===== src/rtl/recip_share_arb.sv =====
// ---------------------------------------------------------------------------
// recip_share_arb
//
// Round-robin arbiter and sequencer that shares one fixed-latency reciprocal
// unit among N requesters. At most one request is granted per cycle. The
// granted operand goes to the shared unit through a register. A tag pipeline
// records the owner of every in-flight operation, so each result returns to
// the requester that issued it as a one-cycle pulse.
//
// Optional feature (compile-time macro RECIP_SHARE_ARB_RANGE_CHK_EN):
//   Granted operands outside the unit's LUT domain (2.0 <= x < 2.5) are
//   tagged as errors. They are not forwarded to the unit. They return with
//   rsp_y = 0 and rsp_err = 1 at the normal latency.
//   Without the macro, every operand is forwarded and rsp_err stays 0.
//
// Ports:
//   clk, rst    : clock and synchronous active-high reset
//   issue_en    : when low, no new grants; in-flight operations still drain
//   req_valid   : per-requester request valid (N)
//   req_x       : packed 3QP operands, requester i uses [i*W +: W]
//   req_ready   : one-hot grant, combinational
//   rec_x       : registered operand to the shared reciprocal unit
//   rec_y       : result from the shared unit, valid LAT cycles after rec_x
//   rsp_valid   : one-hot, one-cycle result pulse
//   rsp_y       : registered result, qualified by rsp_valid
//   rsp_err     : range-error flag, qualified by rsp_valid
//   busy        : any operation in flight in the tag pipeline
//   last_grant  : index of the most recent grant
// ---------------------------------------------------------------------------
module recip_share_arb #(
    parameter int N   = 4,
    parameter int P   = 22,
    parameter int LAT = 1,
    parameter int IW  = 2,
    localparam int W  = 3 + P
) (
    input  logic            clk,
    input  logic            rst,
    input  logic            issue_en,
    input  logic [N-1:0]    req_valid,
    input  logic [N*W-1:0]  req_x,
    output logic [N-1:0]    req_ready,
    output logic [W-1:0]    rec_x,
    input  logic [W-1:0]    rec_y,
    output logic [N-1:0]    rsp_valid,
    output logic [W-1:0]    rsp_y,
    output logic            rsp_err,
    output logic            busy,
    output logic [IW-1:0]   last_grant
);
    // One tag slot per cycle between the grant and the result capture.
    localparam int D = LAT + 1;

    logic [IW-1:0] rr_ptr_reg;
    logic [IW-1:0] last_grant_reg;
    logic [W-1:0]  rec_x_reg;
    logic [N-1:0]  rsp_valid_reg;
    logic [W-1:0]  rsp_y_reg;
    logic          rsp_err_reg;
    logic [D-1:0]  slot_vld_reg;
    logic [D-1:0]  slot_err_reg;
    logic [IW-1:0] slot_idx_reg [D];

    logic          grant_any;
    logic [IW-1:0] grant_idx;
    logic [W-1:0]  grant_x;
    logic          grant_err;
    logic [W-1:0]  x_arr [N];

    // Unpack the operands so the granted one can be selected by index.
    for (genvar gi = 0; gi < N; gi++) begin : g_unpack
        assign x_arr[gi]     = req_x[gi*W +: W];
        assign req_ready[gi] = grant_any && (grant_idx == IW'(gi));
    end

    // Search upward from rr_ptr with wrap-around. rr_ptr is always below N,
    // so one conditional subtraction is enough to wrap the candidate index.
    always_comb begin
        logic [IW:0] cand;
        grant_any = 1'b0;
        grant_idx = '0;
        cand      = '0;
        for (int k = 0; k < N; k++) begin
            cand = {1'b0, rr_ptr_reg} + (IW+1)'(k);
            if (cand >= (IW+1)'(N)) begin
                cand = cand - (IW+1)'(N);
            end
            if (!grant_any && req_valid[cand[IW-1:0]]) begin
                grant_any = 1'b1;
                grant_idx = cand[IW-1:0];
            end
        end
        if (rst || !issue_en) begin
            grant_any = 1'b0;
        end
    end

    assign grant_x = x_arr[grant_idx];

`ifdef RECIP_SHARE_ARB_RANGE_CHK_EN
    // LUT domain is 2.0 <= x < 2.5: integer bits 3'b010 and first fraction bit 0.
    assign grant_err = !((grant_x[P+2:P] == 3'b010) && !grant_x[P-1]);
`else
    assign grant_err = 1'b0;
`endif

    always_ff @(posedge clk) begin
        if (rst) begin
            rr_ptr_reg     <= '0;
            last_grant_reg <= '0;
            rec_x_reg      <= '0;
            rsp_valid_reg  <= '0;
            rsp_y_reg      <= '0;
            rsp_err_reg    <= 1'b0;
            slot_vld_reg   <= '0;
            slot_err_reg   <= '0;
            for (int k = 0; k < D; k++) begin
                slot_idx_reg[k] <= '0;
            end
        end else begin
            if (grant_any) begin
                rr_ptr_reg     <= (grant_idx == IW'(N - 1)) ? '0 : grant_idx + 1'b1;
                last_grant_reg <= grant_idx;
                // An out-of-range operand never reaches the unit.
                if (!grant_err) begin
                    rec_x_reg <= grant_x;
                end
            end

            // The tag pipeline never stalls; slot 0 loads a bubble when idle.
            slot_vld_reg[0] <= grant_any;
            slot_idx_reg[0] <= grant_idx;
            slot_err_reg[0] <= grant_any && grant_err;
            for (int k = 1; k < D; k++) begin
                slot_vld_reg[k] <= slot_vld_reg[k-1];
                slot_idx_reg[k] <= slot_idx_reg[k-1];
                slot_err_reg[k] <= slot_err_reg[k-1];
            end

            // The last slot lines up with the cycle in which rec_y holds the
            // result for that operation.
            if (slot_vld_reg[D-1]) begin
                rsp_valid_reg <= N'(1) << slot_idx_reg[D-1];
                rsp_y_reg     <= slot_err_reg[D-1] ? '0 : rec_y;
                rsp_err_reg   <= slot_err_reg[D-1];
            end else begin
                rsp_valid_reg <= '0;
            end
        end
    end

    assign rec_x      = rec_x_reg;
    assign rsp_valid  = rsp_valid_reg;
    assign rsp_y      = rsp_y_reg;
    assign rsp_err    = rsp_err_reg;
    assign busy       = |slot_vld_reg;
    assign last_grant = last_grant_reg;

endmodule


===== config.mk =====
export PLATFORM = sky130hd
export DESIGN_NAME = recip_share_arb
export DESIGN_NICKNAME = d
export VERILOG_FILES = /design/src/rtl/recip_share_arb.sv
export SDC_FILE = /design/constraint.sdc
export NUM_CORES = 1
export LEC_CHECK = 0
export ABC_CLOCK_PERIOD_IN_PS = 1850
export CORE_MARGIN = 3
export CORE_UTILIZATION = 33
export CTS_BUF_LIST = sky130_fd_sc_hd__clkbuf_2 sky130_fd_sc_hd__clkbuf_4 sky130_fd_sc_hd__clkbuf_8
export DETAILED_ROUTE_END_ITERATION = 8
export HOLD_SLACK_MARGIN = 0.02
export PLACE_DENSITY = 0.75
export SLEW_MARGIN = 10
export SYNTH_ARGS = -nofsm -noshare
export SYNTH_HDL_FRONTEND = slang
export SYNTH_SLANG_ARGS = --single-unit

===== constraint.sdc =====
create_clock -name clk -period 1.85 [get_ports clk]
set_input_delay 0.37 -clock clk [delete_from_list [all_inputs] [get_ports clk]]
set_output_delay 0.37 -clock clk [all_outputs]
set_load 0.005 [all_outputs]

# Word level (Yosys, flattened, before mapping)

Memory sizes are Yosys's and may differ from the RTL's.
Index checks and enable logic that the tools add are counted.
Widths: inputs -> output; s select.

Bits of input ports: 132
Output and inout port bits: 62
Memory bits (writable): 4
Memories: 1
Bits in registers: 63
Word-level logic and storage cells: 81

Bitwise logic cells: 4
Eq/ne operators: 3
$lt $le $gt $ge: 9
$add $sub $neg: 8
Reductions and logical operators: 15
Muxes and demuxes: 31
Shifts and indexed selects: 1

Memories:

| name         | words | width | rd ports | clocked after Yosys merged registers in | write ports | line | source |
|---|---|---|---|---|---|---|---|
| slot_idx_reg | 2     | 2     | 2        | 0                                       | 2           | 62   | `logic [IW-1:0] slot_idx_reg [D];` |

Operators by type and width:

| operator            | count |
|---|---|
| $mux 25             | 3 |
| $bmux 25 s2         | 1 |
| $mux 2              | 11 |
| $ge 3x3->1 const B  | 4 |
| $lt 2x3->1 const B  | 4 |
| $mux 1              | 12 |
| $bmux 1 s2          | 4 |
| $sub 2x1->2 const B | 4 |
| $logic_and 1x1->1   | 7 |
| $add 2x2->3 const B | 2 |
| $eq 2x2->1 const B  | 2 |
| $logic_not 1->1     | 4 |
| $reduce_or 2->1     | 2 |
| $shl 1x2->4 const A | 1 |
| $add 2x1->3 const B | 1 |
| $ge 2x3->1 const B  | 1 |
| $not 2->3           | 1 |
| $add 2x1->2 const B | 1 |
| $eq 2x1->1 const B  | 1 |
| $logic_not 2->1     | 1 |
| $or 1x1->1          | 2 |
| $logic_or 1x1->1    | 1 |
| $not 1->1           | 1 |

# Logic depth before layout (Yosys ltp)

Depth in word-level cells: 18
Depth in mapped cells: 9
Depth with buffers taken out: 5

# Least setup slack after synthesis

Ideal clock, no wire load.

Path kind: reg2out
From: reg rr_ptr_reg[1]
To: out req_ready[0]
Path slack: -0.062 ns
Arrival: 1.542 ns
Data required time: 1.480 ns
Path buffers: 3
Stages on the path, launching flop included: 9
Cells stage by stage: dfxtp_1 -> buf_4 -> a21oi_1 -> o21a_1 -> o22a_1 -> clkbuf_1 -> nand2b_1 -> clkbuf_1 -> nor2_1

Word-level cells in the longest chain between the ends: 16
Elaborated cells between the ends (all ways): 40
Those cells by class: 7 x add/sub; 4 x order compare; 21 x mux; 8 x reduce/logical

RTL lines:

| element                                              | line | source |
|---|---|---|
| start, declared                                      | 54   | `logic [IW-1:0] rr_ptr_reg;` |
| start signal, assigned                               | 122  | `rr_ptr_reg <= (grant_idx == IW'(N - 1)) ? '0 : grant_idx + 1'b1;` |
| branches (longest 15 deep; another with $add 2x1->3) | n/a  |  |
| $logic_and 1x1->1 (*)                                | 73   | `assign req_ready[gi] = grant_any && (grant_idx == IW'(gi));` |
| end, declared                                        | 42   | `output logic [N-1:0] req_ready,` |

Every way passes the cells marked *. The select of a mux whose other input is x is not followed.

# Final worst setup path

From: reg rr_ptr_reg[1]
To: out req_ready[1]

Word-level cells in the longest chain between the ends: 16
Elaborated cells between the ends (all ways): 40
Those cells by class: 7 x add/sub; 4 x order compare; 1 x eq/ne; 21 x mux; 7 x reduce/logical

RTL lines:

| element                                              | line |
|---|---|
| branches (longest 15 deep; another with $add 2x1->3) | n/a |
| $logic_and 1x1->1 (*)                                | 73 |

Marked as above.

==> qor.csv <==
stage;metric;value;unit
worst_setup_path;critical_path_arrival;1690;ps
hold_path;hp-start;slot_idx_reg[0][2];
grt;grt_pass1_wl;15.4;mm
detailed_routing;first_iter_violations;59;
flow_run;cap_violations;0;
timing;worst_slack;-212;ps
cts;cts_sinks;64;
worst_setup_path;critical_path_class;flip-flop to output port;
worst_setup_path;rr_worst_depth;7;
synth;yosys.cell_types.count;32;
timing;finalMaxSlewViolations;0;
hold_path;min_path_type;flip-flop to flip-flop;
die;num_rows;33;
synth;synth_compound_area_share;13.4;%
die;core_area;8380;µm²
worst_setup_path;r2r_slack;-120;ps
placed_design;routabilityCongestion;0.771;
hold_path;min_to;rsp_valid[2];
placed_design;dp_hpwl;7.32;mm
cts;cts_tree;done;
worst_setup_path;worst_setup_path_start_kind;flip-flop;
synth;synthMuxAreaShare;24.1;%
finish;final_common_cell;clkdlybuf4s50_1;
timing;period_share;111;%
cts;clk_pin_slew;70;ps
detailed_routing;num_vias;3022;
die;ios;194;
hold_path;whs_path_depth;1;
cts;clk_latency;340;ps
die;die_w;99.8;µm
worst_setup_path;reg2reg_to;rec_x[22];
synth;yosys_warnings;0;
synth;synthesis.area;2910;µm²
synth;avgSynthCellArea;10.1;µm²
synth;synth_top_family_by_area;multiplexers;
worst_setup_path;worstPathMaxFanout;4;
finish;finalNetCount;635;
detailed_routing;via_per_inst;4.93;
synth;synth.area.top_cells;dfxtp_1 (44%), mux2i_1 (24%), o221ai_1 (5.7%);
timing;hold_viol;0;
synth;ys_ff_latch;64;
power_and_ir_drop;p_sw;0.00106;W
synth;yosys.area_share.adder;0;%
cts;clock_tree.htree_level_count;3;
cts;hold_buffers;0;
placed_design;place_area;5020;µm²
outcome;violations;negative setup slack;
timing;max_clock_freq;0.485;GHz
cts;ctsRootBufferMaster;clkbuf_8;
timing;finalSetupViolations;21;
finish;area_delta_synth_final;91.4;%
power_and_ir_drop;p_int;0.00286;W
timing;period_needed;2060;ps
power_and_ir_drop;ir_drop;0.396;mV
finish;fin_area;5560;µm²
synth;synth_top_area_share;44.1;%
grt;grt_usage;19.4;%
synth;synth-xor-area-share;0.301;%
detailed_routing;ant_nets;0;
die;die-area;9970;µm²
worst_setup_path;worstPathRequired;1480;ps
outcome;status;finished, violations left;
synth;synth_seq_area_share;44.1;%
synth;syn-instance-count;289;
timing;tns;-2100;ps
grt;grt_max_degree;43;
grt;grt_pass1_vias;3144;
power_and_ir_drop;power.leakage;2.23;nW
die;die_height;99.8;µm
synth;synth_top_area_cell;dfxtp_1;
grt;grt_overflow_total;0;
worst_setup_path;r2r-start;rr_ptr_reg[1];
finish;drive_gt1_share;17.5;%
synth;syn_nets;421;
placed_design;port_buffers;192;
timing;rsz0062_at_grt;yes;
finish;diodes;0;
power_and_ir_drop;clkPwrFrac;31.6;%
power_and_ir_drop;power_frac_comb;29.5;%
synth;yosys.area_share.simple;13.0;%
timing;skew;6.78;ps
detailed_routing;first_pass_iters;4;
detailed_routing;wl_per_cell;16.2;µm
worst_setup_path;end_kind;output port;
power_and_ir_drop;pwr_density_cell;705;nW/µm²
cts;cts_buffers;9;
detailed_routing;drc;0;
die;start_util;34.7;%
cts;cts_buffer_depth;2;
finish;mostFrequentLayoutCells;clkdlybuf4s50_1 (183), mux2i_1 (70), dfxtp_1 (62);
detailed_routing;wirelength;9.95;mm
power_and_ir_drop;pwr-share-seq;38.9;%
grt;antenna_found_initial;0;
power_and_ir_drop;switching_share;27.1;%
[what timing repair did]
item	4_1_cts	5_1_grt
setup buffers	7	2
pin swaps	5	8
gates cloned	1	0
resized for setup	51	31
endpoints found under the setup margin	30	29
[cells by family after synthesis]
logic type             Yosys count
AND/OR/NAND/NOR                 85
multiplexers                    70
other                            1
flip-flops                      64
XOR/XNOR                         1
AO/OA/AOI/OAI                   44
buffers and inverters           24
[how the worst max path moves through the flow]
| stage | from | endpoint | slack [ps] |
|---|---|---|---|
| 3_5_place_dp | req_valid[1] | req_ready[1] | -770 |
| 6_report | rr_ptr_reg[1] | req_ready[1] | -210 |
| 2_1_floorplan | rr_ptr_reg[1] | req_ready[0] | 20 |
| 5_1_grt | rr_ptr_reg[1] | req_ready[1] | -300 |
| 3_3_place_gp | req_valid[1] | req_ready[1] | -750 |
| 4_1_cts | rr_ptr_reg[1] | req_ready[1] | -240 |
[worst max-delay path: stages, from the launching register on]
cell and delay [ps]:
dfxtp_4 380, a21oi_2 50, o21a_1 180, o22a_1 240
buf_6 130, nand2b_4 160, nor2_2 80, buf_2 130
[power groups by stage]
stage	Sequential (W)	Combinational, W	Clock (W)
2_1_floorplan	0.00156	0.000415	0
3_3_place_gp	0.00155	0.000968	0
3_5_place_dp	0.00156	0.000979	0
6_report	0.00153	0.00116	0.00124
5_1_grt	0.00154	0.00124	0.00131
4_1_cts	0.00153	0.00108	0.00126
[metal layers]
layer  up-vias  GRT usage (%)  wire, µm
met5         -              0         0
li1       1480              -         -
met2       119           34.5      5240
met3        14           7.16       780
met4         0           7.04       179
met1      1409           21.1      3740
[cell type report]
cell class	instances	area, µm²
Tap cell	105	131
Sequential cell	64	1290
Multi-Input combinational cell	201	1690
Timing Repair Buffer	226	2250
Clock inverter	6	66.3
Fill cell	693	2820
Clock buffer	10	138
Inverter	1	3.75
[stage by stage]
step	hold WS (ps)	setup WS, ps	util, %	power [W]	instances
floorplan	414	16.4	-	0.00197	289
global placement	417	-748	59.9	0.00252	587
detailed placement	432	-768	59.9	0.00253	587
CTS	453	-241	64.3	0.00387	611
global route	463	-300	66.4	0.00409	613
finish	450	-212	66.4	0.00392	613
[synth_stat cells]
library cell	number
a21oi_1	4
a211oi_1	2
nor3b_2	1
o221a_2	1
o221ai_1	19
o41a_1	1
a2111oi_1	6
nor2b_1	5
o22a_1	1
and3_1	1
inv_1	1
or2_2	1
a2111oi_0	6
conb_1	1
buf_2	1
buf_12	1
clkbuf_1	13
nor2_1	44
nand2_1	24
xnor2_1	1
buf_1	2
nor3b_1	7
mux2i_1	70
buf_4	2
o22ai_2	1
buf_6	4
or2_1	1
o21a_1	1
nand2b_1	1
dfxtp_1	64
o41ai_2	1
a21boi_0	1
(Power assumes the default switching activity.)
==> RTL edit (config.mk and constraints unchanged) <==
Register the output `rsp_err` once more, without a reset; this adds one clock of latency there. The other outputs are not delayed to match. Comments in the files are not updated.
--- a/src/rtl/recip_share_arb.sv
+++ b/src/rtl/recip_share_arb.sv
@@ -152,7 +152,9 @@
     assign rec_x      = rec_x_reg;
     assign rsp_valid  = rsp_valid_reg;
     assign rsp_y      = rsp_y_reg;
-    assign rsp_err    = rsp_err_reg;
+    always_ff @(posedge clk) begin
+        rsp_err <= rsp_err_reg;
+    end
     assign busy       = |slot_vld_reg;
     assign last_grant = last_grant_reg;
 
Formal check against the unedited RTL: same outputs for any inputs over 10 cycles, from zero or initial values and one cycle with rst high; that may be too few to reach the edited logic, so the function may still have changed.
==> RTL edit against the original RTL <==
The flow still finishes with violations (setup timing). Wire length is 3.5% lower. Sequential cell count did not move. Final area shrank 1.1%. Setup slack about the same. Total power up 7.0%. Synthesized area is 1.0% lower. Die area fell by 0.98%. Non-clock buffer count fell by 1.
==> RTL edit: results (changes against the original RTL) <==
----------------------------------------------------
[Global route]
  Maximum number of pins on one net before global-route repair ... 36 (-16%)
  Number of global-route vias before repair ... 2,977 (-5.3%)
  Global-route total usage across every layer ... 0.183 (-0.0107)
  First-pass GRT wire length ... 14.7 mm (-4.6%)

[Setup path]
  Critical path peak fanout ... 5 (+1)
  Cell type of the slowest stage on the worst timing path ... sky130_fd_sc_hd__dfxtp_4
  Crit-path leading delay family ... compound AO/OA/AOI/OAI gates
  Critical path's largest stage delay ... 0.40 ns (+0.02 ns)
  Setup slack of the most critical reg-to-reg path ... 0.04 ns (+0.16 ns)
  Arrival time at the worst endpoint ... 1.69 ns (about the same)
  Critical register-to-register path endpoint ... rec_x[5]$_SDFFE_PP0N_
  Launch point of the worst reg-to-reg path ... rr_ptr_reg[1]$_SDFFE_PP0N_

[STA]
  Crit path setup slack, layout ... -0.212 ns (-0.0000530 ns)
  Number of endpoints failing setup at the final stage ... 4 (-81%)
  Worst hold slack across all endpoints ... 0.432 ns (-0.0187 ns)
  Setup TNS after final layout ... -0.676 ns (+1.43 ns)
  Largest clock skew in the final design ... 0.00922 ns (+0.00244 ns)

[Status]
  Failing checks ... setup timing
  Outcome ... finished, violations left

[Power]
  Switching power of the nets ... 1.06 mW (-0.60%)
  Share of power burned in registers ... 0.365 (-0.024)
  Sequential power ... 1.53 mW (about the same)
  Worst voltage drop across the vdd grid ... 0.433 mV (+9.4%)
  Leakage dissipation ... 2.26 nW (+1.2%)

[Drt]
  DR WL met2 ... 4.85 mm (-7.5%)
  DRT Wirelength ... 9.59 mm (-3.5%)
  Top layer reached by signal wires ... met4
  Wire length on met3 ... 756 um (-3.1%)
  DRT iter0 DRCs ... 69 (+17%)
  Drt pass-1 iters ... 4 (unchanged)
  Vias/cell ... 4.84 (-1.9%)
  Routed metal-1 wirelength ... 3.90 mm (+4.2%)

[Synthesis]
  Top post-synthesis cells by count ... sky130_fd_sc_hd__nand2_1, sky130_fd_sc_hd__dfxtp_1, sky130_fd_sc_hd__mux2i_1
  Syn nets ... 458 (+8.8%)
  Leading post-synthesis cells by cell area ... sky130_fd_sc_hd__dfxtp_1, sky130_fd_sc_hd__mux2i_1, sky130_fd_sc_hd__nand2_1
  Most common cell in the netlist ... sky130_fd_sc_hd__nand2_1
  Yosys cell types ... 34 (+6.3%)
  Most used DFF post-synth ... sky130_fd_sc_hd__dfxtp_1
  Sequential cell area fraction in the yosys report ... 0.446 (+0.00461)

[Placed design]
  HPWL after detailed placement ... 7.16 mm (-2.1%)
  Dpl cell area ... 5020 sq um (about the same)
  Gp weighted congestion ... 0.778 (+0.97%)

[Clock tree]
  Clock transition at the registers of the reported paths ... 0.07 ns (about the same)
  Post-CTS repair timing setup buffer count ... 5 (-2)
  Resized cells post-CTS ... 39 (-24%)

[Cells and area]
  Fraction of layout instances using a drive strength above 1 ... 0.141 (-0.0342)
  Post-layout net count ... 667 (+5.0%)

[Worst hold path]
  HP Start ... slot_idx_reg[0][1]$_SDFF_PP0_
  Worst min-delay path category ... reg -> reg
  Destination of the worst hold path ... slot_idx_reg[0][3]$_SDFF_PP0_

----------------------------------------------------
RTL edit: cell families (layout without fill, tap and decap cells):
kind of cell / count (synthesis) / in the layout / share of synthesized area
AOI/OAI and AO/OA: 48 / 48 / 0.134
adders and majority gates: 1 / 1 / 0.00435
buffers and inverters: 31 / 245 / 0.0527
DFF: 64 / 64 / 0.446
muxes: 48 / 48 / 0.167
other: 1 / 1 / 0.00130
and+or+nand+nor: 132 / 132 / 0.195
RTL edit: area by class of cell:
class	count	area (sq um)
well taps	105	131
repair buffers	225	2260
multi-input cells	230	1550
flip-flops and latches	64	1280
fillers	673	2840
clock inverters	6	114
clock buffers	10	138
inverters	4	16.3
RTL edit: worst max path at each step:
stage	startpoint	to	slack [ns]	depth (start not counted)
after global routing	rr_ptr_reg[1]$_SDFFE_PP0N_	req_ready[1]	-0.31	7
after floorplan	req_valid[0]	req_ready[1]	0.001	8
final	rr_ptr_reg[1]$_SDFFE_PP0N_	req_ready[1]	-0.21	7
after CTS	rr_ptr_reg[1]$_SDFFE_PP0N_	req_ready[3]	-0.22	6
after global placement	req_valid[0]	req_ready[3]	-0.77	7
after detailed placement	req_valid[0]	req_ready[3]	-0.80	7
RTL edit: layer usage:
layer	vias up	track usage
met2	114	0.315
met5	-	0
met4	0	0.0567
met1	1438	0.223
met3	9	0.0512
li1	1553	-
RTL edit: through the flow:
| stage | setup slack [ns] | std cells |
|---|---|---|
| 4_1_cts | -0.222 | 640 |
| 6_report | -0.212 | 644 |
| 3_3_place_gp | -0.771 | 619 |
| 2_1_floorplan | 0.00122 | 325 |
| 5_1_grt | -0.307 | 644 |
| 3_5_place_dp | -0.796 | 619 |
